<file path="config.mk">
export PLATFORM = sky130hd
export DESIGN_NAME = qm_tx_flat
export DESIGN_NICKNAME = d
export VERILOG_FILES = /design/src/rtl/qm_tx_if.sv /design/src/rtl/qm_tx.sv /design/src/flat_wrapper.sv
export SDC_FILE = /design/constraint.sdc
export NUM_CORES = 1
export LEC_CHECK = 0
export CORE_AREA = 2 2 108 110
export CTS_BUF_LIST = sky130_fd_sc_hd__clkbuf_8
export DETAILED_ROUTE_END_ITERATION = 7
export DIE_AREA = 0 0 110 112
export HOLD_SLACK_MARGIN = 0.06
export PLACE_DENSITY_LB_ADDON = 0.08
export SLEW_MARGIN = 10
export SYNTH_ARGS = -nofsm -noshare
export SYNTH_HDL_FRONTEND = slang
export SYNTH_SLANG_ARGS = --single-unit
</file>
<file path="constraint.sdc">
create_clock -name clk -period 3.03 [get_ports clk]
set_input_delay 0.909 -clock clk [delete_from_list [all_inputs] [get_ports clk]]
set_output_delay 0.909 -clock clk [all_outputs]
set_load 0.05 [all_outputs]
</file>
<file path="src/rtl/qm_tx_if.sv">
// qm_tx_if: qm FIFO read side, MAC transmit burst and status bundle for qm_tx
// master: qm_tx (pops FIFOs, drives tx_* and status); slave: qm FIFOs + port MAC.
interface qm_tx_if;
    logic        ptr_fifo_empty;
    logic        ptr_fifo_rd;
    logic [15:0] ptr_fifo_dout;
    logic        data_fifo_rd;
    logic [7:0]  data_fifo_dout;
    logic        tx_ready;
    logic        tx_sof;
    logic        tx_eof;
    logic        tx_dv;
    logic [7:0]  tx_data;
    logic        busy;
    logic [15:0] frame_cnt;
    logic [7:0]  drop_cnt;
    modport master (
        input  ptr_fifo_empty, ptr_fifo_dout, data_fifo_dout, tx_ready,
        output ptr_fifo_rd, data_fifo_rd, tx_sof, tx_eof, tx_dv, tx_data, busy, frame_cnt, drop_cnt
    );
    modport slave (
        output ptr_fifo_empty, ptr_fifo_dout, data_fifo_dout, tx_ready,
        input  ptr_fifo_rd, data_fifo_rd, tx_sof, tx_eof, tx_dv, tx_data, busy, frame_cnt, drop_cnt
    );
endinterface

</file>
<file path="src/rtl/qm_tx.sv">
// qm_tx: queue-manager output reader streaming descriptor-sized frames to the port MAC
// clk, rst: clock and asynchronous active-high reset.
// q (qm_tx_if.master): pointer/data FIFO pops with 1-cycle read latency, registered
// tx_sof/tx_eof/tx_dv/tx_data burst gated frame-wise by tx_ready, busy/frame_cnt/drop_cnt.
module qm_tx #(
    parameter int IFG = 12
) (
    input logic     clk,
    input logic     rst,
    qm_tx_if.master q
);
    typedef enum logic [2:0] {IDLE, POP, LEN, READ, DRAIN, GAP} state_t;
    state_t      state, state_n;
    logic [11:0] len, len_n, cnt, cnt_n, dlen;
    logic [15:0] gcnt, gcnt_n;
    logic [7:0]  drop_n;
    logic        ptr_rd_n, data_rd_n, rd_d1, first_d1, last_d1, unused_hi;
    assign dlen = q.ptr_fifo_dout[11:0];
    assign unused_hi = ^q.ptr_fifo_dout[15:12];
    always_comb begin
        state_n   = state;
        ptr_rd_n  = 1'b0;
        data_rd_n = 1'b0;
        len_n     = len;
        cnt_n     = cnt;
        gcnt_n    = gcnt;
        drop_n    = q.drop_cnt;
        case (state)
            IDLE: if (!q.ptr_fifo_empty && q.tx_ready) begin
                ptr_rd_n = 1'b1;
                state_n  = POP;
            end
            POP: state_n = LEN;
            LEN: begin
                len_n = dlen;
                if (dlen == 12'd0) begin
                    drop_n  = q.drop_cnt + 8'(q.drop_cnt != 8'hFF);
                    state_n = IDLE;
                end else begin
                    data_rd_n = 1'b1;
                    cnt_n     = 12'd1;
                    state_n   = READ;
                end
            end
            READ: if (cnt == len) state_n = DRAIN;
            else begin
                data_rd_n = 1'b1;
                cnt_n     = cnt + 12'd1;
            end
            // Leaving one cycle after tx_eof makes the idle gap exactly IFG+5 back to back.
            DRAIN: if (q.tx_eof) begin
                gcnt_n  = 16'd0;
                state_n = GAP;
            end
            GAP: if (int'(gcnt) + 1 >= IFG) state_n = IDLE;
            else gcnt_n = gcnt + 16'd1;
            default: state_n = IDLE;
        endcase
    end
    always_ff @(posedge clk or posedge rst) begin
        if (rst) begin
            state            <= IDLE;
            len              <= '0;
            cnt              <= '0;
            gcnt             <= '0;
            rd_d1            <= 1'b0;
            first_d1         <= 1'b0;
            last_d1          <= 1'b0;
            q.ptr_fifo_rd    <= 1'b0;
            q.data_fifo_rd   <= 1'b0;
            q.tx_sof         <= 1'b0;
            q.tx_eof         <= 1'b0;
            q.tx_dv          <= 1'b0;
            q.tx_data        <= '0;
            q.busy           <= 1'b0;
            q.frame_cnt      <= '0;
            q.drop_cnt       <= '0;
        end else begin
            state            <= state_n;
            len              <= len_n;
            cnt              <= cnt_n;
            gcnt             <= gcnt_n;
            q.ptr_fifo_rd    <= ptr_rd_n;
            q.data_fifo_rd   <= data_rd_n;
            q.busy           <= state_n != IDLE;
            q.drop_cnt       <= drop_n;
            // First/last markers ride alongside rd_d1 so they line up with the returned byte.
            rd_d1            <= q.data_fifo_rd;
            first_d1         <= state == READ && cnt == 12'd1;
            last_d1          <= state == READ && cnt == len;
            q.tx_dv          <= rd_d1;
            q.tx_data        <= rd_d1 ? q.data_fifo_dout : q.tx_data;
            q.tx_sof         <= first_d1;
            q.tx_eof         <= last_d1;
            q.frame_cnt      <= q.frame_cnt + 16'(last_d1);
        end
    end
endmodule

</file>
<file path="src/flat_wrapper.sv">
// flat-port wrapper written by rule: the top's interface ports become plain ports
module qm_tx_flat 
#(
    parameter int IFG = 12
)
  (clk, rst, q_ptr_fifo_empty, q_ptr_fifo_dout, q_data_fifo_dout, q_tx_ready, q_ptr_fifo_rd, q_data_fifo_rd, q_tx_sof, q_tx_eof, q_tx_dv, q_tx_data, q_busy, q_frame_cnt, q_drop_cnt);
  qm_tx_if q_i ();
  input logic clk;
  input logic rst;
  input wire logic [$bits(q_i.ptr_fifo_empty)-1:0] q_ptr_fifo_empty;
  input wire logic [$bits(q_i.ptr_fifo_dout)-1:0] q_ptr_fifo_dout;
  input wire logic [$bits(q_i.data_fifo_dout)-1:0] q_data_fifo_dout;
  input wire logic [$bits(q_i.tx_ready)-1:0] q_tx_ready;
  output wire logic [$bits(q_i.ptr_fifo_rd)-1:0] q_ptr_fifo_rd;
  output wire logic [$bits(q_i.data_fifo_rd)-1:0] q_data_fifo_rd;
  output wire logic [$bits(q_i.tx_sof)-1:0] q_tx_sof;
  output wire logic [$bits(q_i.tx_eof)-1:0] q_tx_eof;
  output wire logic [$bits(q_i.tx_dv)-1:0] q_tx_dv;
  output wire logic [$bits(q_i.tx_data)-1:0] q_tx_data;
  output wire logic [$bits(q_i.busy)-1:0] q_busy;
  output wire logic [$bits(q_i.frame_cnt)-1:0] q_frame_cnt;
  output wire logic [$bits(q_i.drop_cnt)-1:0] q_drop_cnt;
  assign q_i.ptr_fifo_empty = q_ptr_fifo_empty;
  assign q_i.ptr_fifo_dout = q_ptr_fifo_dout;
  assign q_i.data_fifo_dout = q_data_fifo_dout;
  assign q_i.tx_ready = q_tx_ready;
  assign q_ptr_fifo_rd = q_i.ptr_fifo_rd;
  assign q_data_fifo_rd = q_i.data_fifo_rd;
  assign q_tx_sof = q_i.tx_sof;
  assign q_tx_eof = q_i.tx_eof;
  assign q_tx_dv = q_i.tx_dv;
  assign q_tx_data = q_i.tx_data;
  assign q_busy = q_i.busy;
  assign q_frame_cnt = q_i.frame_cnt;
  assign q_drop_cnt = q_i.drop_cnt;
  qm_tx #(.IFG(IFG)) u_core (.clk(clk), .rst(rst), .q(q_i));
endmodule
</file>
**Word-level counts from Yosys, hierarchy flattened**

Cells that the tools add are included.

- Register bits after elaboration: 84
- Output and inout bits: 38

- Add/subtract/negate cells: 5
- Magnitude comparators: 1
- Equal/unequal tests: 12
- Multiplexer cells: 17
- Reductions and logical operators: 12

Operators with widths:

| cell | count |
|---|---|
| $ge A32 B5 Y1 const B | 1 |
| $mux W16 | 2 |
| $pmux W16 S2 | 1 |
| $mux W12 | 2 |
| $pmux W12 S2 | 1 |
| $pmux W3 S6 | 1 |
| $add A16 B1 Y17 const B | 1 |
| $add A16 B1 Y16 | 1 |
| $add A16 B1 Y16 const B | 1 |
| $add A12 B1 Y12 const B | 1 |
| $eq A12 B1 Y1 const B | 1 |
| $eq A12 B12 Y1 | 1 |
| $logic_not A12 Y1 | 1 |
| $mux W3 | 4 |
| $add A8 B1 Y8 | 1 |
| $ne A8 B8 Y1 const B | 1 |
| $eq A3 B2 Y1 const B | 2 |
| $eq A3 B3 Y1 const B | 2 |
| $ne A2 B2 Y1 const B | 3 |
| $reduce_and A3 Y1 | 2 |
| $mux W1 | 4 |
| $reduce_bool A2 Y1 | 2 |
| $eq A3 B1 Y1 const B | 1 |
| $logic_and A1 B1 Y1 | 3 |
| other kinds (7) | 7 |

**Longest topological paths before layout**

Gate-level depths: netlist (run 1).

- Depth after elaboration: 5
- Depth in mapped cells: 9
- Depth with buffers taken out: 7

**Least setup slack after synthesis (run 1)**

No wires, ideal clock.

- Path kind: input to register
- Start: in q_ptr_fifo_dout[2]
- End: reg u_core.cnt[8]
- Setup time: 0.083 ns
- Arrival: 2.204 ns
- Required time: 2.947 ns
- Slack: 0.744 ns
- Stages: 6
- Cells stage by stage: nor4_1 nand3_1 o21ai_1 nor3_2 and3_1 o21ai_0

- Word-level cells in the longest chain between the ends: 3

Ends and longest elaborated chain:

| item | RTL line | source |
|---|---|---|
| start: declaration | flat_wrapper.sv:11 | `input wire logic [$bits(q_i.ptr_fifo_dout)-1:0] q_ptr_fifo_dout;` |
| $logic_not A12 Y1 | qm_tx.sv:36 | `if (dlen == 12'd0) begin` |
| $ne A2 B2 Y1 (no source line) | n/a |  |
| $reduce_and A3 Y1 (no source line) | n/a |  |
| end signal: assignment | qm_tx.sv:81 | `cnt <= cnt_n;` |
| end: declaration | qm_tx.sv:14 | `logic [11:0] len, len_n, cnt, cnt_n, dlen;` |

No other way between the ends.
A chain may end at the register's enable or synchronous reset.

**Worst setup path after layout (run 1)**

- Start: in q_ptr_fifo_dout[2]
- End: reg u_core.cnt[4]

The elaborated chain is that of the path after synthesis.

==> key figures, run 1 <==
Placement
  • # port buffers: 61
  • Dpl ws: 62.77 ps
  • Dpl hpwl: 6378 um
  • Placed Instance Area: 4890 um2
  • Routability cong.: 0.8316

Yosys
  • Cell count after synthesis: 371
  • Mux contribution to synthesized area: 6.331%
  • Post-Synth Adder-Cell Area: 2.459%
  • Ys Warns: 0
  • Synth top area cells: dfrtp_1 (52%), xnor2_1 (6.7%), mux2_2 (6.1%)
  • Post-synthesis cell type count: 60
  • Largest family of logic cells by synthesized area: simple AND/OR/NAND/NOR gates
  • Top_reg_cell synth: dfrtp_1
  • Synth async-reset ratio: 100.0%
  • Largest area contributor in the netlist: dfrtp_1
  • Synth Register Bits: 84
  • Synthesized-area fraction occupied by xor and xnor cells: 7.959%
  • Syn Area/Cell: 10.97 um2
  • Post-Syn Area: 4071 um2
  • Synth top area share: 51.63%
  • Post-synthesis simple-gate area fraction: 20.10%
  • Compound-gate portion of the synthesized area: 9.219%
  • Post-synth EDFFs: 0
  • Syn nets: 407
  • Seq/Total Area, Yosys: 51.63%

Worst setup path
  • Crit Path Category: in -> reg
  • Critical Path Source Type: primary input
  • Critical Path AT: 2860 ps
  • Data required, critical path: 3270 ps
  • Worst Path Max Fanout: 10
  • Setup crit end kind: register

Clock network
  • CTS tree: yes
  • Worst skew pair latency: 350 ps
  • Clk root buf: clkbuf_8
  • Inserted Clock Buffers: 9
  • Cts hold-fix bufs: 0
  • H-tree depth: 3
  • Postcts setup bufs: 0
  • Clock-pin slew on the worst setup and hold paths: 80 ps
  • Longest Clk Path Bufs: 2
  • Post-cts resize count: 0
  • Count of clock tree sinks: 84

Cells and area
  • Layout Nets: 476
  • Antenna Cells: 0
  • Most common cell after layout, fill and taps aside: dfrtp_1
  • Layout cells sized above 1: 12.39%
  • Most frequent cells in the layout: dfrtp_1 (84), clkdlybuf4s50_1 (61), xnor2_1 (31)
  • Post-Layout Inst Area: 5105 um2
  • Finished Core Util: 45.68%
  • Area growth from synthesis to layout: 25.38%

Drt
  • Routed len/inst: 14.96 um
  • Final wirelength: 8781 um
  • Vias/cell: 5.249
  • Antenna-violating nets left: 0
  • First-pass DRT Iterations: 4
  • Initial DRC Count: 161
  • DR vias: 3081
  • Drt drc: 0

Floorplan
  • Die Area: 12320 um2
  • Core area: 11170 um2
  • Starting Density: 36.43%
  • Ports: 66
  • Die span in x: 110 um
  • Die height: 112 um
  • Core Rows: 39

Global routing
  • Largest net degree at the start of global routing: 38
  • Number of global-route vias before repair: 3089
  • Global-route wire length before repair: 15040 um
  • Initial antenna violation count: 0
  • Gr usage total: 15.50%
  • Grt ovf: 0

STA
  • Fmax achieved: 382.0 MHz
  • Setup total negative slack: 0 ps
  • Clk_skew: 9.719 ps
  • RSZ-0062 raised after global routing: no
  • Slew of the pin with the lowest slew margin: 874.2 ps
  • Relative slew margins: 41.51%
  • Final worst slack: 412.1 ps
  • Fin. Hold Viols: 0
  • Final setup violation count: 0
  • Final period util: 86.40%
  • Max Slew Vio Count: 0
  • Period minus WS final: 2618 ps

Status
  • Outcome: completed

Power
  • Pwr Density: 570.2 nW/um2
  • Final total power: 2911 uW
  • Pleak: 0.002157 uW
  • Worst VDD drop: 274.5 uV

Hold path
  • Min-delay worst type: reg -> reg

Run
  • Max_cap viols: 0
-- flip-flops by register name, indices dropped and copies added (netlist names), 3 cells and up --
name / flops
u_core.len: 12
u_core.gcnt: 16
u_core.q.tx_data: 8
u_core.q.drop_cnt: 8
u_core.cnt: 12
u_core.state: 3
u_core.q.frame_cnt: 16
-- cells by family (layout without fill, tap and decap cells) --
group | Yosys count | in the layout
adder cells (fa/ha/maj) | 8 | 8
buffers and inverters | 20 | 93
flip-flops | 84 | 84
XOR/XNOR | 37 | 37
AND/OR/NAND/NOR | 148 | 148
AO/OA/AOI/OAI | 51 | 51
multiplexers | 23 | 23
-- power by group --
part	total, uW	internal [uW]	leakage, uW	switching [uW]
registers	1430	1270	0.00109	164
logic	607	312	0.000955	295
clock network	871	480	0.000114	392
total	2910	2060	0.00216	850
-- worst paths after layout --
| check | to | cells past startpoint | slack, ps | from |
|---|---|---|---|---|
| min in group asynchronous | u_core.q.drop_cnt[4] | 2 | 970 | rst |
| min reg2reg | u_core.q.tx_sof | 0 | 350 | u_core.first_d1 |
| max reg2reg | u_core.gcnt[15] | 8 | 610 | u_core.gcnt[1] |
| max | u_core.cnt[4] | 8 | 410 | q_ptr_fifo_dout[2] |
| max in group asynchronous | u_core.len[2] | 3 | 1490 | rst |
| min | u_core.q.tx_sof | 0 | 350 | u_core.first_d1 |
-- cell type report --
cell class                      instances  area [um2]
Clock inverter                          5       77.57
Timing Repair Buffer                   69       695.7
Tap cell                              143       178.9
Sequential cell                        84        2102
Clock buffer                           10       137.6
Fill cell                            1084        6070
Multi-Input combinational cell        267        1876
Inverter                                9       37.54
-- stage by stage --
| stage | std cells | hold WS (ps) |
|---|---|---|
| 2_1_floorplan | 371 | 331.2 |
| 3_3_place_gp | 572 | 334.3 |
| 3_5_place_dp | 572 | 337.3 |
| 4_1_cts | 587 | 356.4 |
| 5_1_grt | 587 | 379.2 |
| 6_report | 587 | 353.6 |
-- synth_stat cells, types with 3 or more instances --
cell / instances
nor2_1: 26
clkbuf_1: 5
and3_1: 14
nand4_1: 23
inv_1: 9
dfrtp_1: 84
o21ai_0: 7
nand2_1: 19
a21oi_1: 7
a21boi_0: 11
mux2_2: 22
ha_1: 8
nor4_1: 12
nor4b_1: 3
nor2b_1: 4
xor2_1: 6
nand3_1: 21
xnor2_1: 31
nor3_1: 7
and2_1: 3
-- metal layers --
metal	part of all wire (%)	routed length [um]	global-route usage, %	vias up
li1	-	-	-	1496
met1	49	4329	23.01	1490
met4	1.4	119	6.667	0
met3	6.3	552	2.518	8
met5	0	0	0	-
met2	43	3779	22.17	87
-- worst max-delay path: stages --
cell and delay, ps:
clkdlybuf4s50_1 490, nor4_1 70, nand3_1 240, o21ai_1 90
buf_4 180, nor3_2 500, a21oi_1 140, a31o_2 230
Note: power is estimated with default switching activity, not from simulation.
==> run 2, diff against run 1 <==
--- a/config.mk
+++ b/config.mk
@@ -5,10 +5,10 @@
 export SDC_FILE = /design/constraint.sdc
 export NUM_CORES = 1
 export LEC_CHECK = 0
-export CORE_AREA = 2 2 108 110
+export CORE_AREA = 2 2 111 113
 export CTS_BUF_LIST = sky130_fd_sc_hd__clkbuf_8
 export DETAILED_ROUTE_END_ITERATION = 7
-export DIE_AREA = 0 0 110 112
+export DIE_AREA = 0 0 113 115
 export HOLD_SLACK_MARGIN = 0.06
 export PLACE_DENSITY_LB_ADDON = 0.08
 export SLEW_MARGIN = 10
==> run 2 against run 1 <==
  * The flow now finishes with violations (DRC)
  * Critical endpoint is now u_core.cnt[9]
  * Critical path depth did not move
  * Critical path type unchanged
  * Sequential power is essentially flat
  * Sequential share of layout area rose by 0.40 points
==> key figures, run 2 (synthesized netlist as in run 1, its figures left out) <==
Floorplan
  • Die height: 115 um (+2.7%)
  • Core area: 11810 um2 (+5.7%)
  • Ports: 66 (unchanged)
  • Starting Density: 34.47% (-2.0 points)
  • Die Area: 13000 um2 (+5.5%)
  • Core Rows: 40 (+2.6%)
  • Die span in x: 113 um (+2.7%)

STA
  • Fmax achieved: 377.5 MHz (-1.2%)
  • Final worst slack: 381.3 ps (-30.82 ps)
  • Hold_ws: 370.7 ps (+17.14 ps)
  • Max Slew Vio Count: 0 (unchanged)
  • Slew of the pin with the lowest slew margin: 818.9 ps (-55.22 ps)
  • Setup total negative slack: 0 ps (unchanged)
  • Final period util: 87.42% (+1.0 points)
  • Relative slew margins: 45.20% (+3.7 points)
  • Fin. Hold Viols: 0 (unchanged)
  • Clk_skew: 6.719 ps (-3.000 ps)
  • Period minus WS final: 2649 ps (+30.82 ps)
  • Final setup violation count: 0 (unchanged)
  • RSZ-0062 raised after global routing: no

Drt
  • First-pass DRT Iterations: 6 (+2)
  • Drt drc: 7 (+7)
  • Routed len/inst: 14.70 um (-1.7%)
  • Final wirelength: 8674 um (-1.2%)
  • Initial DRC Count: 131 (-19%)
  • DR vias: 3064 (-0.55%)
  • Antenna-violating nets left: 0 (unchanged)
  • Vias/cell: 5.193 (-1.1%)

Cells and area
  • Largest regs: u_core.gcnt: 16 flops, u_core.q.frame_cnt: 16 flops
  • Filler cell count in the final layout: 1155 (+6.5%)
  • Layout cells sized above 1: 11.96% (-0.42 points)
  • Most frequent cells in the layout: dfrtp_1 (84), clkdlybuf4s50_1 (61), xnor2_1 (31)
  • Most common cell after layout, fill and taps aside: dfrtp_1
  • Area growth from synthesis to layout: 24.19%
  • Multi-input logic area: 1876 um2 (unchanged)
  • Finished Core Util: 42.81% (-2.9 points)
  • Antenna Cells: 0 (unchanged)
  • Layout Nets: 475 (-0.21%)
  • Register area: 2102 um2 (unchanged)

Worst setup path
  • FF-to-FF End: u_core.state[0]
  • CP Cell Sequence: clkdlybuf4s50_1, nor4_1, nand3_1, o21ai_1, buf_4, nor3_2, and3_1, o21ai_0
  • Crit Path Category: in -> reg
  • Worst Path Buf+Inv: 2 (unchanged)
  • RR Startpoint: u_core.gcnt[1]
  • Crit-path max cell delay: 430 ps (-70 ps)
  • Register-to-register setup slack: 460 ps (-150 ps)
  • Delay-heaviest family, CP: simple AND/OR/NAND/NOR gates
  • Worst Path Max Fanout: 10 (unchanged)
  • Worst r2r path cells: 8 (unchanged)
  • Critical Path AT: 2920 ps (+60 ps)
  • Setup crit end kind: register
  • Data required, critical path: 3310 ps (+40 ps)
  • Critical Path Source Type: primary input
  • Worst path slowest cell: clkdlybuf4s50_1

Clock network
  • Longest Clk Path Bufs: 2 (unchanged)
  • Post-cts resize count: 0 (unchanged)
  • Worst skew pair latency: 360 ps (about the same)
  • Count of clock tree sinks: 84 (unchanged)
  • CTS tree: yes
  • Inserted Clock Buffers: 9 (unchanged)
  • Clk root buf: clkbuf_8
  • Clock-pin slew on the worst setup and hold paths: 80 ps (about the same)
  • Cts hold-fix bufs: 0 (unchanged)
  • Postcts setup bufs: 0 (unchanged)
  • H-tree depth: 3 (unchanged)

Power
  • Pwr Density: 544.1 nW/um2 (-4.6%)
  • Switch share: 30.53% (+1.3 points)
  • Clock network power share: 25.9% (-4.0 points)
  • Internal power: 1911 uW (-7.3%)
  • Pleak: 0.002136 uW (-0.99%)
  • Combinational Power Share: 22.1% (+1.3 points)
  • Seq pwr share: 52.0% (+2.8 points)
  • Worst VDD drop: 255.6 uV (-6.9%)
  • Sw Pwr: 839.9 uW (-1.2%)

Run
  • Max_cap viols: 0 (unchanged)

Global routing
  • Gr usage total: 14.60% (-0.90 points)
  • Initial antenna violation count: 0 (unchanged)
  • Grt ovf: 0 (unchanged)
  • Number of global-route vias before repair: 2999 (-2.9%)
  • Largest net degree at the start of global routing: 33 (-13%)
  • Global-route wire length before repair: 15080 um (+0.27%)

Placement
  • Dpl hpwl: 6255 um (-1.9%)
  • # port buffers: 61 (unchanged)
  • Dpl ws: 18.68 ps (-44.10 ps)
  • Routability cong.: 0.7398 (-11%)

Status
  • Failing checks: DRC
  • Outcome: finished, violations left

Hold path
  • Min-delay worst type: reg -> reg
  • Hold Path End: u_core.q.tx_sof
  • Critical hold path startpoint: u_core.first_d1
  • Min-Delay Path Depth: 0 (unchanged)
[run 2: final cells by class]
type	instances	area share, %
clock buffers	11	2.994
clock inverters	4	0.3464
inverters	9	0.7424
multi-input cells	267	37.09
flip-flops and latches	84	41.57
well taps	147	3.638
repair buffers	68	13.61
[run 2: how the worst max path moves through the flow]
stage / slack (ps) / depth (start not counted) / startpoint / endpoint
3_5_place_dp: 20 / 8 / q_ptr_fifo_dout[2] / u_core.cnt[8]
6_report: 380 / 8 / q_ptr_fifo_dout[2] / u_core.cnt[9]
5_1_grt: 190 / 8 / q_ptr_fifo_dout[2] / u_core.cnt[9]
2_1_floorplan: 740 / 6 / q_ptr_fifo_dout[2] / u_core.cnt[8]
3_3_place_gp: 40 / 8 / q_ptr_fifo_dout[2] / u_core.cnt[8]
4_1_cts: 420 / 8 / q_ptr_fifo_dout[2] / u_core.cnt[9]
[run 2: per-stage QoR]
step	total power (uW)	std cells	cell area [um2]
detailed placement	2068	575	4887
finish	2751	590	5056
global route	2932	590	5056
global placement	2053	575	4887
CTS	2803	590	5056
floorplan	1880	371	4075
[run 2: power groups by stage]
| stage | registers [uW] | clock network (uW) | logic (uW) |
|---|---|---|---|
| 6_report | 1430 | 713 | 607 |
| 5_1_grt | 1460 | 797 | 676 |
| 4_1_cts | 1430 | 756 | 615 |
| 3_5_place_dp | 1460 | 0 | 612 |
| 3_3_place_gp | 1450 | 0 | 600 |
| 2_1_floorplan | 1440 | 0 | 436 |
[run 2: per-layer routing]
layer / track usage (%) / vias to the layer above / share of wire, %
met1: 20.46 / 1483 / 50
li1: - / 1499 / -
met5: 0 / - / 0
met4: 6.585 / 0 / 1.9
met2: 21.60 / 70 / 43
met3: 3.479 / 12 / 5.0
==> run 3, diff against run 2 <==
--- a/config.mk
+++ b/config.mk
@@ -9,7 +9,9 @@
 export CTS_BUF_LIST = sky130_fd_sc_hd__clkbuf_8
 export DETAILED_ROUTE_END_ITERATION = 7
 export DIE_AREA = 0 0 113 115
+export GPL_ROUTABILITY_DRIVEN = 0
 export HOLD_SLACK_MARGIN = 0.06
+export MAX_ROUTING_LAYER = met4
 export PLACE_DENSITY_LB_ADDON = 0.08
 export SLEW_MARGIN = 10
 export SYNTH_ARGS = -nofsm -noshare
==> run 3 against run 2 <==
  * The flow still finishes with violations (DRC)
  * Via count fell by 0.36%
  * Global-route usage rose by 0.49 points
  * Design area did not move
  * Largest power group unchanged
==> key figures, run 3 (synthesized netlist as in run 1, its figures left out) <==
STA
  • Fin. Hold Viols: 0 (unchanged)
  • Max Slew Vio Count: 0 (unchanged)
  • RSZ-0062 raised after global routing: no
  • Final setup violation count: 0 (unchanged)
  • Clk_skew: 7.049 ps (+0.3292 ps)
  • Final period util: 87.09% (-0.33 points)
  • Setup total negative slack: 0 ps (unchanged)
  • Fmax achieved: 379.0 MHz (+0.38%)
  • Slew of the pin with the lowest slew margin: 818.9 ps (+0.001311 ps)
  • Hold_ws: 369.9 ps (-0.7920 ps)
  • Relative slew margins: 45.20% (about the same)
  • Period minus WS final: 2639 ps (-9.994 ps)

Drt
  • Final wirelength: 8676 um (about the same)
  • DR vias: 3053 (-0.36%)
  • Initial DRC Count: 139 (+6.1%)
  • Vias/cell: 5.175 (-0.36%)
  • First-pass DRT Iterations: 6 (unchanged)
  • Routed len/inst: 14.71 um (about the same)
  • Drt drc: 7 (unchanged)
  • Antenna-violating nets left: 0 (unchanged)

Global routing
  • Gr usage total: 15.10% (+0.49 points)
  • Largest net degree at the start of global routing: 33 (unchanged)
  • Global-route wire length before repair: 15080 um (about the same)
  • Initial antenna violation count: 0 (unchanged)
  • Number of global-route vias before repair: 3000 (+0.033%)
  • Grt ovf: 0 (unchanged)

Clock network
  • Longest Clk Path Bufs: 2 (unchanged)
  • H-tree depth: 3 (unchanged)
  • Cts hold-fix bufs: 0 (unchanged)
  • Post-cts resize count: 0 (unchanged)
  • Inserted Clock Buffers: 9 (unchanged)
  • Clock-pin slew on the worst setup and hold paths: 80 ps (about the same)
  • Worst skew pair latency: 360 ps (about the same)
  • CTS tree: yes
  • Clk root buf: clkbuf_8
  • Postcts setup bufs: 0 (unchanged)
  • Count of clock tree sinks: 84 (unchanged)

Cells and area
  • Register area: 2102 um2 (unchanged)
  • Most common cell after layout, fill and taps aside: dfrtp_1
  • Layout cells sized above 1: 11.96% (unchanged)
  • Area growth from synthesis to layout: 24.19% (unchanged)
  • Largest regs: u_core.gcnt: 16 flops, u_core.q.frame_cnt: 16 flops
  • Layout Nets: 475 (unchanged)
  • Final instance count without filler cells: 590 (unchanged)
  • Most frequent cells in the layout: dfrtp_1 (84), clkdlybuf4s50_1 (61), xnor2_1 (31)
  • Multi-input logic area: 1876 um2 (unchanged)
  • Antenna Cells: 0 (unchanged)
  • Filler cell count in the final layout: 1155 (unchanged)

Hold path
  • Min-delay worst type: reg -> reg
  • Critical hold path startpoint: u_core.first_d1

Floorplan
  • Starting Density: 34.47% (unchanged)
  • Die span in x: 113 um (unchanged)
  • Core area: 11810 um2 (unchanged)
  • Die Area: 13000 um2 (unchanged)
  • Ports: 66 (unchanged)
  • Core Rows: 40 (unchanged)
  • Die height: 115 um (unchanged)

Worst setup path
  • Worst Path Max Fanout: 10 (unchanged)
  • CP Launch Point: q_ptr_fifo_dout[2]
  • Critical Path AT: 2920 ps (about the same)
  • Setup crit end kind: register
  • Crit Path Category: in -> reg
  • RR Startpoint: u_core.gcnt[1]
  • Critical Path Source Type: primary input
  • Data required, critical path: 3310 ps (about the same)

Power
  • Pleak: 0.002136 uW (unchanged)
  • Seq pwr share: 52.0% (about the same)
  • Sw Pwr: 838.5 uW (-0.17%)
  • Internal power: 1911 uW (unchanged)
  • Combinational Power Share: 22.1% (about the same)
  • Pwr Density: 543.8 nW/um2 (about the same)
  • Switch share: 30.49% (-0.035 points)
  • Clock network power share: 25.9% (about the same)
  • Worst VDD drop: 255.5 uV (about the same)

Placement
  • Placed Instances: 575 (unchanged)
  • # port buffers: 61 (unchanged)
  • Dpl hpwl: 6255 um (unchanged)

Run
  • Max_cap viols: 0 (unchanged)

Status
  • Failing checks: DRC
  • Outcome: finished, violations left
[run 3: per-stage QoR]
step / area [um2] / utilization (%) / setup slack [ps] / total power (uW)
floorplan: 4075 / - / 743.6 / 1880
global placement: 4887 / 41.38 / 44.37 / 2053
detailed placement: 4887 / 41.38 / 18.68 / 2068
CTS: 5056 / 42.81 / 417.2 / 2803
global route: 5056 / 42.81 / 187.4 / 2933
finish: 5056 / 42.81 / 391.3 / 2750
[run 3: metal layers]
metal / vias up / global-route usage, % / wire length [um]
met5: - / - / 0
met4: 0 / 6.585 / 161
met3: 11 / 3.585 / 435
met2: 68 / 21.72 / 3705
met1: 1476 / 20.39 / 4373
li1: 1498 / - / -
[run 3: worst paths after layout]
| check | endpoint | slack, ps | cells past startpoint |
|---|---|---|---|
| worst max-delay path | u_core.cnt[9] | 390 | 8 |
| worst min-delay path | u_core.q.tx_sof | 370 | 0 |
| worst max register to register | u_core.state[0] | 460 | 8 |
| worst min register to register | u_core.q.tx_sof | 370 | 0 |
| max in group asynchronous | u_core.gcnt[14] | 1490 | 3 |
| min in group asynchronous | u_core.q.drop_cnt[4] | 970 | 2 |
[run 3: critical path: stages]
cell,delay [ps]
clkdlybuf4s50_1,430
nor4_1,410
nand3_1,320
o21ai_1,210
buf_4,170
nor3_2,100
and3_1,200
o21ai_0,170
[run 3: area by class of cell]
| class | instances | area share [%] |
|---|---|---|
| Clock buffer | 11 | 2.994 |
| Clock inverter | 4 | 0.3464 |
| Inverter | 9 | 0.7424 |
| Multi-Input combinational cell | 267 | 37.09 |
| Sequential cell | 84 | 41.57 |
| Tap cell | 147 | 3.638 |
| Timing Repair Buffer | 68 | 13.61 |
[run 3: power by group through the flow]
stage	Clock, uW	Sequential [uW]	Combinational, uW
2_1_floorplan	0	1440	436
3_3_place_gp	0	1450	600
3_5_place_dp	0	1460	612
4_1_cts	756	1430	615
5_1_grt	798	1460	676
6_report	713	1430	607
==> RTL change 1, RTL diff (config.mk and constraints of run 2) <==
The 6 states of `state_t` get a one-hot encoding in 6 bits.
--- a/src/rtl/qm_tx.sv
+++ b/src/rtl/qm_tx.sv
@@ -10,5 +10,5 @@
     qm_tx_if.master q
 );
-    typedef enum logic [2:0] {IDLE, POP, LEN, READ, DRAIN, GAP} state_t;
+    typedef enum logic [5:0] {IDLE = 6'b000001, POP = 6'b000010, LEN = 6'b000100, READ = 6'b001000, DRAIN = 6'b010000, GAP = 6'b100000} state_t;
     state_t      state, state_n;
     logic [11:0] len, len_n, cnt, cnt_n, dlen;
Function: no difference found for any inputs over 10 cycles, from zero or initial values and one cycle with rst high; not proved beyond that.
==> RTL change 1 against run 2 <==
- the flow still finishes with violations (DRC)
- clock skew up 0.66 ps
- total power up 16%
- routed wire length down 3.9%
- combinational power up 41%
- first-iteration DRC count up 21%
- synthesized area about the same
- cell area up 1.1%
- maximum frequency down 4.1%
- setup slack worse by 110 ps
- cell count down 1.2%
- sequential cell count up 3
- largest cell class unchanged
==> RTL change 1: results (changes against run 2) <==
| Metric | Value |
|---|---|
| CP arrival | `3010 ps (+90 ps)` |
| Seq/Total Area, Yosys | `53.5% (+1.9 points)` |
| Delay of the slowest cell on the worst path | `550 ps (+120 ps)` |
| Seq pwr share | `47.5% (-4.5 points)` |
| Placed Area | `0.00491 sq mm (+0.56%)` |
| Post-route DRC violation count | `3 (-4)` |
| Crit start category | `flip-flop` |
| Vias in the first global route | `2892 (-3.6%)` |
| Worst hold slack | `362 ps (-8.58 ps)` |
| Routed vias/inst | `4.95 (-4.6%)` |
| Worst-path fanout max | `13 (+3)` |
| Crit path to | `u_core.gcnt[14]` |
| Initial drt markers | `158 (+21%)` |
| Internal power | `2120 uW (+11%)` |
| GPL Wtd Cong | `0.772 (+4.4%)` |
| Largest net degree at the start of global routing | `39 (+18%)` |
| Distinct cell type count after synthesis | `54 (-10%)` |
| Lkg Pwr | `0.00228 uW (+6.8%)` |
| Top post-synthesis cells by count | `dfrtp_1, nor2_1, xor2_1, mux2_2, nand3_1` |
| Synthesis-to-finish area growth | `25.6%` |
| Failing checks | `DRC` |
| Number of port buffers | `61 (unchanged)` |
| Comb pwr share | `26.9% (+4.8 points)` |
| CTS Sinks | `87 (+3.6%)` |
| Final nets | `468 (-1.5%)` |
| WL final | `8340 um (-3.9%)` |
| Hold crit path type | `flip-flop to flip-flop` |
| DR pass1 iterations | `6 (unchanged)` |
| Worst-path clk slew | `approximately 90 ps` |
| Mapped Nets | `394 (-3.2%)` |
| Max Clock Skew | `7.38 ps (+0.657 ps)` |
| Worst R2R Setup Slack | `270 ps (-190 ps)` |
| Main area contributors after synthesis | `dfrtp_1, mux2_2, xor2_1, xnor2_1, ha_1` |
| First-pass GRT wire length | `14400 um (-4.6%)` |
| Post-DP HPWL | `6030 um (-3.6%)` |
| Run status | `complete, but fails checks` |
| CP max-delay cell | `or4_1` |
| VDD IR max | `303 uV (+19%)` |
| Share of cells above drive strength 1 | `13.1% (+1.1 points)` |
RTL change 1: changes by cell type in the layout (fill, tap and decap cells not counted), sizes merged, moves of 4 or more:
cell	run 2	this run
a21boi	11	2
a21oi	7	11
and2	3	13
and3	14	8
nand2b	1	5
nand3b	1	5
nand4	23	11
xnor2	31	18
xor2	6	23
RTL change 1: metrics by stage:
stage          util (%)  setup WS, ps  instances  total power [uW]
2_1_floorplan         -           574        358              2110
4_1_cts            43.3           236        583              3240
3_5_place_dp       41.6           165        568              2410
5_1_grt            43.3          73.7        583              3380
3_3_place_gp       41.6           184        568              2410
6_report           43.3           269        583              3190
RTL change 1: logic make-up after synthesis:
logic type | after synthesis | synth area share, %
AND/OR/NAND/NOR | 145 | 20.2
flip-flops | 87 | 53.5
XOR/XNOR | 41 | 8.83
AO/OA/AOI/OAI | 35 | 6.33
multiplexers | 25 | 6.83
buffers and inverters | 17 | 1.81
adder cells (fa/ha/maj) | 8 | 2.46
RTL change 1: routing by layer:
| metal | part of all wire (%) | track usage, % | vias to the layer above |
|---|---|---|---|
| li1 | - | - | 1430 |
| met1 | 49 | 19.4 | 1387 |
| met2 | 45 | 20.7 | 59 |
| met3 | 4.4 | 2.95 | 11 |
| met4 | 1.8 | 6.18 | 0 |
| met5 | 0 | 0 | - |
RTL change 1: area by class of cell:
type                            instances  area [sq um]
Fill cell                            1146          6700
Inverter                                9          37.5
Clock inverter                          6          71.3
Timing Repair Buffer                   71           698
Multi-Input combinational cell        254          1820
Clock buffer                            9           124
Tap cell                              147           184
Sequential cell                        87          2180
RTL change 1: worst reg2reg max path, stage by stage (launching register included):
cell       delay, ps
dfrtp_1          480
ha_1             370
nand2_1          190
or4_1            550
a21oi_2          150
o2bb2ai_2        120
o31ai_4          340
nand2_2          230
and2_1           220
==> RTL change 2, RTL diff (config.mk and constraints of run 2) <==
Without the edit above. `IFG` is set to 12 in 2 places; all go to 6.
--- a/src/rtl/qm_tx.sv
+++ b/src/rtl/qm_tx.sv
@@ -4,5 +4,5 @@
 // tx_sof/tx_eof/tx_dv/tx_data burst gated frame-wise by tx_ready, busy/frame_cnt/drop_cnt.
 module qm_tx #(
-    parameter int IFG = 12
+    parameter int IFG = 6
 ) (
     input logic     clk,
--- a/src/flat_wrapper.sv
+++ b/src/flat_wrapper.sv
@@ -2,5 +2,5 @@
 module qm_tx_flat 
 #(
-    parameter int IFG = 12
+    parameter int IFG = 6
 )
   (clk, rst, q_ptr_fifo_empty, q_ptr_fifo_dout, q_data_fifo_dout, q_tx_ready, q_ptr_fifo_rd, q_data_fifo_rd, q_tx_sof, q_tx_eof, q_tx_dv, q_tx_data, q_busy, q_frame_cnt, q_drop_cnt);
Behaviour: same outputs for any inputs over 10 cycles, from zero or initial values and one cycle with rst high; that may be too few to reach the edited logic, so the function may still have changed.
==> RTL change 2 against run 2 <==
- the flow still finishes with violations (DRC)
- cell area shrank 1.9%
- routed wire length is 2.7% lower
- sequential cell count did not move
- total power increased by 2.1%
- cell count down 3.6%
- sequential share of layout area is 0.80 points higher
- setup slack improved by 93 ps
- synthesized area decreased by 2.9%
==> RTL change 2: results (changes against run 2) <==
| Metric | Value |
|---|---|
| Net load switching power | `861 uW (+2.5%)` |
| Hold endpoint | `u_core.q.tx_sof` |
| Worst Min Path Start | `u_core.first_d1` |
| Worst R2R Setup Slack | `590 ps (+130 ps)` |
| Largest net degree at the start of global routing | `30 (-9.1%)` |
| Yosys warning count | `0 (unchanged)` |
| Top post-synthesis cells by count | `dfrtp_1, xnor2_1, mux2_2, nand3_1, nor2_1` |
| Clock latency at the later pin of the worst-skew pair | `360 ps (about the same)` |
| First-pass GRT wire length | `14700 um (-2.7%)` |
| Reg2reg end | `u_core.gcnt[0]` |
| Post-route DRC violation count | `4 (-3)` |
| Post-DR wirelength/cell | `14.8 um (+0.89%)` |
| Rel. slew slack | `59.6% (+14 points)` |
| Worst-path fanout max | `5 (-5)` |
| DR pass1 iterations | `6 (unchanged)` |
| Max Clock Skew | `6.16 ps (-0.562 ps)` |
| Delay of the slowest cell on the worst path | `480 ps (+50 ps)` |
| CP arrival | `2830 ps (-90 ps)` |
| Mapped Nets | `386 (-5.2%)` |
| Vias in the first global route | `2955 (-1.5%)` |
| Via count | `2879 (-6.0%)` |
| Initial drt markers | `157 (+20%)` |
| Main area contributors after synthesis | `dfrtp_1, mux2_2, xnor2_1, nand3_1, and2_1` |
| Seq/Total Area, Yosys | `53.2% (+1.6 points)` |
| Antenna Cells | `0 (unchanged)` |
| Post-synth ARST share | `100% (unchanged)` |
| Met1 Usage GRT | `19.7% (-0.73 points)` |
| Lkg Pwr | `0.00208 uW (-2.8%)` |
| Final nets | `453 (-4.6%)` |
| Syn_area_per_cell | `11.3 sq um (+2.9%)` |
| Xor-xnor portion of the synthesized cell area | `8.64% (+0.68 points)` |
| GPL Wtd Cong | `0.792 (+7.0%)` |
| Post-DP HPWL | `6130 um (-2.0%)` |
| Synth Area in Compound Gates | `5.22% (-4.0 points)` |
| WL final | `8440 um (-2.7%)` |
| Dpl cells | `553 (-3.8%)` |
| FF-to-FF Start | `u_core.gcnt[0]` |
| Wl on met1 | `4190 um (-4.0%)` |
| Worst hold slack | `368 ps (-2.51 ps)` |
| Reg2Reg Depth | `7 (-1)` |
| Fin crit period | `2560 ps (-92.6 ps)` |
| Placed Area | `0.00476 sq mm (-2.6%)` |
| Share of cells above drive strength 1 | `14.5% (+2.5 points)` |
| Synthesis-to-finish area growth | `25.5%` |
| VDD IR max | `278 uV (+8.6%)` |
| Mux contribution to synthesized area | `6.81% (+0.48 points)` |
| Hold crit path type | `flip-flop to flip-flop` |
| Hold Crit Depth | `0 (unchanged)` |
| Run status | `complete, but fails checks` |
| Met2 usage | `22.0% (+0.44 points)` |
| Distinct cell type count after synthesis | `51 (-15%)` |
| Worst slack, placed | `96.8 ps (+78.1 ps)` |
| Post-CTS setup buffer count | `0 (unchanged)` |
| Failing checks | `DRC` |
| Routed length on met2 | `3810 um (+2.5%)` |
| Post-synthesis adder-cell area fraction | `2.53% (+0.074 points)` |
| Gr usage total | `14.1% (-0.49 points)` |
| GRT met3 Usage | `2.53% (-0.95 points)` |
| WL met3 | `362 um (-16%)` |
RTL change 2: cell count changes in the layout (fill, tap and decap cells not counted), sizes merged, moves of 4 or more:
| cell | before | now |
|---|---|---|
| nand4 | 23 | 16 |
| and3 | 14 | 10 |
| and2 | 3 | 18 |
| and4 | 2 | 6 |
| xor2 | 6 | 11 |
| nand2 | 19 | 14 |
| a21boi | 11 | 0 |
| nand3 | 21 | 25 |
| nor2 | 26 | 20 |
RTL change 2: worst max-delay path by stage:
stage,cells after the start,start,to
after floorplan,7,q_ptr_fifo_dout[0],u_core.cnt[9]
after global placement,7,q_ptr_fifo_dout[11],u_core.cnt[11]
after detailed placement,7,q_ptr_fifo_dout[6],u_core.cnt[9]
after CTS,1,u_core.q.drop_cnt[2],q_drop_cnt[2]
after global routing,7,u_core.gcnt[0],u_core.gcnt[0]
final,7,q_ptr_fifo_dout[11],u_core.cnt[9]
RTL change 2: logic make-up (layout without fill, tap and decap cells):
| group | Yosys count | in the layout |
|---|---|---|
| DFF | 84 | 84 |
| and+or+nand+nor | 149 | 149 |
| adders and majority gates | 8 | 8 |
| xor gates and xnor gates | 39 | 39 |
| AOI/OAI and AO/OA | 30 | 30 |
| buffers and inverters | 16 | 88 |
| muxes | 24 | 24 |
RTL change 2: power groups by stage:
stage | logic [uW] | registers [uW] | clock network, uW
after floorplan | 391 | 1440 | 0
after global routing | 610 | 1460 | 915
after detailed placement | 551 | 1460 | 0
after global placement | 539 | 1460 | 0
after CTS | 551 | 1440 | 866
final | 540 | 1440 | 834
RTL change 2: final cells by class:
cell class                      instances  share of cell area, %
Tap cell                              147                   3.71
Timing Repair Buffer                   66                   13.3
Inverter                                6                  0.530
Sequential cell                        84                   42.4
Clock inverter                          7                   1.51
Clock buffer                            9                   2.50
Multi-Input combinational cell        250                   36.1
